===== config.mk =====
export PLATFORM = sky130hd
export DESIGN_NAME = vote_tally_ctrl
export DESIGN_NICKNAME = d
export VERILOG_FILES = /design/src/rtl/evm_pkg.sv /design/src/rtl/adder_4bit.sv /design/src/rtl/vote_tally_ctrl.sv
export SDC_FILE = /design/constraint.sdc
export NUM_CORES = 1
export LEC_CHECK = 0
export CORE_ASPECT_RATIO = 1.2
export CORE_UTILIZATION = 51
export DETAILED_ROUTE_END_ITERATION = 16
export GPL_ROUTABILITY_DRIVEN = 1
export PLACE_DENSITY_LB_ADDON = 0.25
export REMOVE_ABC_BUFFERS = 1
export SLEW_MARGIN = 20
export SYNTH_ARGS = -nofsm -noshare
export SYNTH_HDL_FRONTEND = slang
export SYNTH_HIERARCHICAL = 1
export SYNTH_SLANG_ARGS = --single-unit

===== constraint.sdc =====
create_clock -name clk -period 2.05 [get_ports clk]
set_input_delay 0.205 -clock clk [delete_from_list [all_inputs] [get_ports clk]]
set_output_delay 0.205 -clock clk [all_outputs]
set_load 0.1 [all_outputs]

===== src/rtl/evm_pkg.sv =====
// Shared definitions for the ballot datapath: tally width, saturation value
// and the vote controller state encoding.
package evm_pkg;

    localparam int unsigned TALLY_W = 4;
    localparam logic [TALLY_W-1:0] TALLY_MAX = 4'd15;

    localparam logic [1:0] IDLE   = 2'd0;
    localparam logic [1:0] ARMED  = 2'd1;
    localparam logic [1:0] ADD    = 2'd2;
    localparam logic [1:0] COMMIT = 2'd3;

    typedef enum logic [1:0] {
        StIdle   = IDLE,
        StArmed  = ARMED,
        StAdd    = ADD,
        StCommit = COMMIT
    } state_e;

endpackage


===== src/rtl/adder_4bit.sv =====
// Plain 4-bit ripple adder with carry out; the shared increment datapath.
module adder_4bit (
    input  logic [3:0] a,
    input  logic [3:0] b,
    output logic [3:0] sum,
    output logic       carry_out
);

    assign {carry_out, sum} = {1'b0, a} + {1'b0, b};

endmodule


===== src/rtl/vote_tally_ctrl.sv =====
// Ballot sequencing controller: arms on an officer pulse, accepts one one-hot vote,
// increments the chosen tally through a shared adder and saturates at TALLY_MAX.
module vote_tally_ctrl
    import evm_pkg::*;
#(
    parameter int unsigned N_CAND  = 4,
    parameter int unsigned TIMEOUT = 255
) (
    input  logic                      clk,
    input  logic                      rst_n,
    input  logic                      ballot_en,
    input  logic [N_CAND-1:0]         vote_req,
    input  logic                      clear,
    input  logic [$clog2(N_CAND)-1:0] tally_sel,
    output logic [TALLY_W-1:0]        tally_out,
    output logic                      busy,
    output logic                      vote_ack,
    output logic [$clog2(N_CAND)-1:0] ack_id,
    output logic                      invalid,
    output logic                      timeout,
    output logic [N_CAND-1:0]         overflow
);

    localparam int unsigned SEL_W = $clog2(N_CAND);
    localparam int unsigned CNT_W = $clog2(TIMEOUT + 1);

    state_e             state_q, state_d;
    logic [SEL_W-1:0]   sel_q, sel_d;
    logic [CNT_W-1:0]   cnt_q, cnt_d;
    logic               ack_q, ack_d;
    logic [SEL_W-1:0]   ack_id_q, ack_id_d;
    logic               invalid_q, invalid_d;
    logic               timeout_q, timeout_d;

    logic [TALLY_W-1:0] tally_q [N_CAND];
    logic [N_CAND-1:0]  overflow_q;
    logic [TALLY_W-1:0] sum_q;
    logic               carry_q;

    logic [TALLY_W-1:0] add_a, add_b, add_sum;
    logic               add_carry;
    logic               add_en, clear_en, commit_en;

    logic [3:0]         req_cnt;
    logic [SEL_W-1:0]   req_idx;

    // Button bank decode: population count plus index of the (last) pressed button.
    always_comb begin
        req_cnt = '0;
        req_idx = '0;
        for (int i = 0; i < N_CAND; i++) begin
            if (vote_req[i]) begin
                req_cnt = req_cnt + 4'd1;
                req_idx = SEL_W'(i);
            end
        end
    end

    always_comb begin
        state_d   = state_q;
        sel_d     = sel_q;
        cnt_d     = cnt_q;
        ack_d     = 1'b0;
        ack_id_d  = ack_id_q;
        invalid_d = 1'b0;
        timeout_d = 1'b0;
        add_a     = '0;
        add_b     = '0;
        add_en    = 1'b0;
        clear_en  = 1'b0;
        commit_en = 1'b0;

        unique case (state_q)
            StIdle: begin
                clear_en = clear;
                if (ballot_en) begin
                    state_d = StArmed;
                    cnt_d   = CNT_W'(TIMEOUT);
                end
            end
            StArmed: begin
                clear_en = clear;
                if (req_cnt == 4'd1) begin
                    sel_d   = req_idx;
                    state_d = StAdd;
                end else if (req_cnt > 4'd1) begin
                    // Rejected multi-press keeps the countdown where it was.
                    invalid_d = 1'b1;
                end else if (cnt_q == '0) begin
                    timeout_d = 1'b1;
                    state_d   = StIdle;
                end else begin
                    cnt_d = cnt_q - CNT_W'(1);
                end
            end
            StAdd: begin
                add_a   = tally_q[sel_q];
                add_b   = TALLY_W'(1);
                add_en  = 1'b1;
                state_d = StCommit;
            end
            StCommit: begin
                commit_en = 1'b1;
                ack_d     = 1'b1;
                ack_id_d  = sel_q;
                state_d   = StIdle;
            end
            default: state_d = StIdle;
        endcase
    end

    adder_4bit u_adder (
        .a         (add_a),
        .b         (add_b),
        .sum       (add_sum),
        .carry_out (add_carry)
    );

    always_ff @(posedge clk or negedge rst_n) begin
        if (!rst_n) begin
            state_q   <= StIdle;
            sel_q     <= '0;
            cnt_q     <= CNT_W'(TIMEOUT);
            ack_q     <= 1'b0;
            ack_id_q  <= '0;
            invalid_q <= 1'b0;
            timeout_q <= 1'b0;
            sum_q     <= '0;
            carry_q   <= 1'b0;
        end else begin
            state_q   <= state_d;
            sel_q     <= sel_d;
            cnt_q     <= cnt_d;
            ack_q     <= ack_d;
            ack_id_q  <= ack_id_d;
            invalid_q <= invalid_d;
            timeout_q <= timeout_d;
            if (add_en) begin
                sum_q   <= add_sum;
                carry_q <= add_carry;
            end
        end
    end

    always_ff @(posedge clk or negedge rst_n) begin
        if (!rst_n) begin
            for (int i = 0; i < N_CAND; i++) begin
                tally_q[i] <= '0;
            end
            overflow_q <= '0;
        end else if (clear_en) begin
            for (int i = 0; i < N_CAND; i++) begin
                tally_q[i] <= '0;
            end
            overflow_q <= '0;
        end else if (commit_en) begin
            // A carry means the tally was already at TALLY_MAX: hold it and flag.
            if (carry_q) begin
                tally_q[sel_q]    <= TALLY_MAX;
                overflow_q[sel_q] <= 1'b1;
            end else begin
                tally_q[sel_q] <= sum_q;
            end
        end
    end

    always_comb begin
        tally_out = '0;
        for (int i = 0; i < N_CAND; i++) begin
            if (tally_sel == SEL_W'(i)) begin
                tally_out = tally_q[i];
            end
        end
    end

    assign busy     = (state_q != StIdle);
    assign vote_ack = ack_q;
    assign ack_id   = ack_id_q;
    assign invalid  = invalid_q;
    assign timeout  = timeout_q;
    assign overflow = overflow_q;

endmodule

== Word-level counts from Yosys, hierarchy flattened ==
Index checks and enable logic that the tools add are counted.

* Flip-flop bits (word level): 42
* Input bits: 10
* Output and inout bits: 14
* Logic and storage cells: 101

* Add/sub/neg operators: 5
* Magnitude comparators: 5
* Equality and inequality tests: 13
* Mux-type cells: 47
* Bitwise gates (word level): 3
* Reduce and logical (&&, ||, !) cells: 14

{| class="wikitable"
|+ Operators with widths
! operator !! count
|-
| $mux W4 || 14
|-
| $mux W16 || 3
|-
| $mux W8 || 4
|-
| $bwmux W16 || 1
|-
| $or A16 B16 Y16 || 1
|-
| $pmux W8 S2 || 1
|-
| $mux W1 || 14
|-
| $add A4 B1 Y4 const B || 3
|-
| $mux W2 || 6
|-
| $bmux W4 S2 || 1
|-
| $demux W4 S2 || 1
|-
| $eq A2 B2 Y1 const B || 4
|-
| $logic_not A8 Y1 || 1
|-
| $ne A2 B2 Y1 const B || 4
|-
| $pmux W2 S4 || 1
|-
| $reduce_bool A2 Y1 || 4
|-
| $sub A8 B1 Y8 const B || 1
|-
| $ne A3 B3 Y1 const B || 2
|-
| $add A4 B1 Y5 || 1
|-
| $reduce_and A5 Y1 || 1
|-
| $eq A2 B1 Y1 const B || 2
|-
| $eq A4 B1 Y1 const B || 1
|-
| $gt A4 B1 Y1 const B || 1
|-
| $logic_not A2 Y1 || 2
|-
| other kinds (11) || 13
|}

== Depth between registers and ports, before layout ==
* Depth after elaboration: 11
* Mapped depth: 11

== Modules after synthesis ==
The synthesis kept the hierarchy.

{| class="wikitable"
|+ Modules (own cells, without submodules)
! module !! instances !! cells an instance !! area an instance (µm²) !! seq. area each (µm²)
|-
| vote_tally_ctrl || 1 || 205 || 2165.8 || 1061.0
|-
| adder_4bit || 1 || 16 || 136.4 || 0.0
|}

== Worst setup path before layout ==
OpenSTA, ideal clock, no wires.

* Path kind: register to register
* Start point: register sel_q[0]
* End point: register carry_q
* Setup time: 125 ps
* Arrival time: 2076 ps
* Required time: 1925 ps
* Slack: -151 ps
* Cell stages (with the launch flop): 11
* Clock period less this slack: 2201 ps
* Cell sequence: dfrtp_1 > buf_2 > mux4_2 > and2_1 > ha_1 > inv_1 > fa_1 > nor2b_1 > o21ai_0 > nand2b_1 > mux2_2

* Longest elaborated chain between the ends: 6

{| class="wikitable"
|+ RTL lines
! element !! RTL line !! RTL
|-
| start, declared || vote_tally_ctrl.sv:28 || <nowiki>logic [SEL_W-1:0] sel_q, sel_d;</nowiki>
|-
| start signal, assigned || vote_tally_ctrl.sv:132 || <nowiki>sel_q <= sel_d;</nowiki>
|-
| $not A2 Y3 (not written as such) || vote_tally_ctrl.sv:97 || <nowiki>add_a = tally_q[sel_q];</nowiki>
|-
| $bmux W4 S2 || vote_tally_ctrl.sv:97 ||
|-
| $mux W4 (not written as such) (2 in a row) || vote_tally_ctrl.sv:97 ||
|-
| $mux W4 || vote_tally_ctrl.sv:73 || <nowiki>unique case (state_q)</nowiki>
|-
| net add_a[0] || vote_tally_ctrl.sv:40 || <nowiki>logic [TALLY_W-1:0] add_a, add_b, add_sum;</nowiki>
|-
| $add A4 B1 Y5 || adder_4bit.sv:9 || <nowiki>assign {carry_out, sum} = {1'b0, a} + {1'b0, b};</nowiki>
|-
| net add_carry || vote_tally_ctrl.sv:41 || <nowiki>logic add_carry;</nowiki>
|-
| end signal, assigned || vote_tally_ctrl.sv:140 || <nowiki>carry_q <= add_carry;</nowiki>
|-
| end, declared || vote_tally_ctrl.sv:38 || <nowiki>logic carry_q;</nowiki>
|}

The timed path passes the listed nets, and every way through them passes these cells. The select of a mux whose other input is x is not followed.
A chain may end at the register's enable or synchronous reset.

== Final worst setup path ==
Same ends and word-level chain as after synthesis.

==> metrics.cfg <==
[clocking]
h-tree-depth = 2
clkSinkCount = 42
hold_buffers = 0
ctsRootBufferMaster = clkbuf_8
cts_buffers = 5
cts_tree = yes
clock_latency_ps = 300
cts.path.max_buffers = 2
path_clk_slew_ps = 90

[sta]
layout_setup_ws_ps = -132.8
setup_viol = 4
finalHoldViolations = 0
maxSlewHeadroom_pct = 43.14
tightest_slew_ps = 852.9
fmax_ghz = 0.4581
hold-worst-slack_ps = 10.68
slew_viol_final = 0
clock_skew_ps = 14.91
rsz0062_at_grt = yes
fin_crit_ps = 2183
period_share_pct = 106.5

[pwr]
power_frac_clock_pct = 18.0
p_comb_share_pct = 50.3
p_leak_nw = 1.398
seqPwrFrac_pct = 31.7
p_sw_mw = 1.594
irDropWorstVdd_uv = 947.7
intPower_mw = 2.168
pwr_density_cell_nw_per_um2 = 1195
p_sw_share_pct = 42.36

[worst_setup_path]
cp_max_fo = 5
cp.required_ps = 2220
rrSetupSlack_ps = -130
timing.rr.end = carry_q
critPathMaxStageDelay_ps = 550
critPathCaptureType = flop
r2r_start = sel_q[0]
reg2regPathDepth = 9
cp-start-kind = flop
worst-setup-path-type = reg2reg
cpMaxStageDelayCell = mux4_2
cp_cell_sequence = mux4_2 > and2_4 > ha_4 > inv_2 > fa_2 > nor2b_1 > o21ai_1 > nand2b_1 > mux2_4
cp.arrival_ps = 2360

[global_route]
grt_util_met2_pct = 46.69
grt_pass1_wl_um = 8990
grt.busiest_layer = met2
antenna_found_initial = 0
grtUsageMet1_pct = 29.30
grt_pass1_vias = 1905
grt_overflow = 0
grtUsageTotal_pct = 25.37
use_met3_pct = 4.491
grt_max_degree = 39

[synth]
synthAdderAreaFrac_pct = 5.217
synthTopCellsByCount = dfrtp_1, nor2_1, a211oi_1
synth_most_common_cell = dfrtp_1
synth_area_leaders = dfrtp_1, dfstp_2, mux4_2, a211oi_1, nor2_1
synthMuxAreaShare_pct = 11.63
postSynthAreaPerCell_um2 = 10.42
synth_top_family_by_area = simple AND/OR/NAND/NOR gates
synth_top_area_share_pct = 36.96
synth-edff-count = 0
yosysTopAreaCell = dfrtp_1
netlist_area_um2 = 2302
synth_cell_types = 42
synth-main-ff-cell = dfrtp_1
synth_compound_area_share_pct = 13.04
synth-seq-cells = 42
async_flop_share_pct = 100.0
synthSimpleGateAreaFrac_pct = 17.12
synthXorXnorAreaFrac_pct = 2.609
yosysWarningCount = 6
syn_inst = 221
synth-seq-area-share_pct = 46.09

[drt]
totalWireLength_um = 5581
drt_first_pass_iters = 4
wire_per_inst_um = 16.27
drc = 0
vias = 1913
drtIter0Drc = 106
vias_per_cell = 5.577
ant_nets = 0

[run_status]
violations = negative setup slack
outcome = finished with violations

[run]
cap_violations = 0

[die]
core.rowCount = 26
die_w_um = 63.34
initial_utilization_pct = 53.61
dieArea_um2 = 4788
ios = 24
core_um2 = 4294
die_h_um = 75.60

[placed_design]
numPortBuffers = 23
globalplace.congestion = 0.7903
hpwl_um = 3847

[finish]
fill_cells = 318
drive_above_1_share_pct = 38.68
antenna_cells = 0
num-nets-final = 305
area_delta_synth_final_pct = 36.74
utilization_pct = 73.31

[min_path]
hold_class = in2async

==> routing by layer <==
layer	share of wire (%)	vias to the layer above
li1	-	917
met2	55	39
met1	40	945
met3	2.9	12
met4	2.5	0
met5	0	-
==> worst max-delay path, delay by kind of cell, from the launching register on <==
family                     cells  cell delay, ps
muxes                          2             810
and+or+nand+nor                3             290
buffers and inverters          1              50
adders and majority gates      2             350
AOI/OAI and AO/OA              1             110
DFF                            1             450
==> worst max path at each step <==
stage / from / endpoint / slack (ps) / cells after the start
floorplan: cnt_q[0] / cnt_q[5] / -280 / 7
global placement: vote_req[0] / cnt_q[5] / -480 / 10
detailed placement: vote_req[0] / cnt_q[5] / -520 / 10
CTS: sel_q[0] / carry_q / -150 / 9
global route: sel_q[0] / carry_q / -200 / 9
finish: sel_q[0] / carry_q / -130 / 9
==> final cells by class <==
type | instances | area (um^2) | share of cell area [%]
Timing Repair Buffer | 65 | 551.8 | 17.53
Sequential cell | 42 | 1062 | 33.74
Clock inverter | 1 | 30.03 | 0.9539
Multi-Input combinational cell | 159 | 1299 | 41.26
Clock buffer | 7 | 86.33 | 2.742
Tap cell | 56 | 70.07 | 2.226
Inverter | 13 | 48.80 | 1.550
==> flip-flops by register name (all words and copies together), names as in the netlist, named ones only <==
| register | flops |
|---|---|
| sum_q | 4 |
| state_q | 1 |
| tally_q | 16 |
| carry_q | 1 |
| vote_ack | 1 |
| sel_q | 2 |
| cnt_q | 8 |
| timeout | 1 |
| ack_id | 2 |
| invalid | 1 |
| overflow | 4 |
==> metrics by stage <==
step / instance area [um^2] / setup WS (ps) / cells / power [mW] / setup TNS (ps)
after detailed placement: 2863 / -519.7 / 331 / 2.968 / -6849
after global routing: 3148 / -204.0 / 343 / 3.960 / -674.2
after floorplan: 2267 / -284.6 / 214 / 2.307 / -1553
after CTS: 3068 / -145.3 / 342 / 3.705 / -371.2
after global placement: 2863 / -478.2 / 331 / 2.921 / -6230
final: 3148 / -132.8 / 343 / 3.762 / -337.2
==> cell families (layout without fill, tap and decap cells) <==
logic type / after synthesis / count (layout)
AO/OA/AOI/OAI: 43 / 43
XOR/XNOR: 6 / 6
adder cells (fa/ha/maj): 9 / 9
buffers and inverters: 23 / 86
flip-flops: 42 / 42
multiplexers: 16 / 16
other: 1 / 4
AND/OR/NAND/NOR: 81 / 81
==> repair_timing <==
| action | CTS | global route |
|---|---|---|
| buffers inserted | 2 | 1 |
| pin swaps | 13 | 11 |
| resized for setup | 20 | 15 |
| gates cloned | 1 | 0 |
| setup endpoints to repair | 16 | 12 |
==> power groups by stage <==
stage	Sequential [mW]	Combinational (mW)	Clock (mW)
finish	1.19	1.89	0.676
detailed placement	1.20	1.76	0
CTS	1.19	1.83	0.692
floorplan	1.46	0.850	0
global route	1.22	2.02	0.721
global placement	1.19	1.73	0
==> placed cells by master (no fill, tap or decap), types with 3 or more instances in the layout <==
master,instances
ha_4,6
conb_1,4
buf_4,51
xnor2_1,3
clkdlybuf4s50_1,5
o21ai_1,3
nand3_1,5
nor2_1,33
dfstp_2,8
buf_12,4
nand2_1,9
o21ai_0,5
mux4_2,8
a211oi_1,17
and2_1,3
nor3_1,6
mux2_2,4
dfrtp_1,33
a31oi_1,7
clkbuf_8,6
inv_2,5
nand2b_1,5
inv_1,8
nor2b_1,4
No activity file was read; power rests on OpenSTA's default activity.
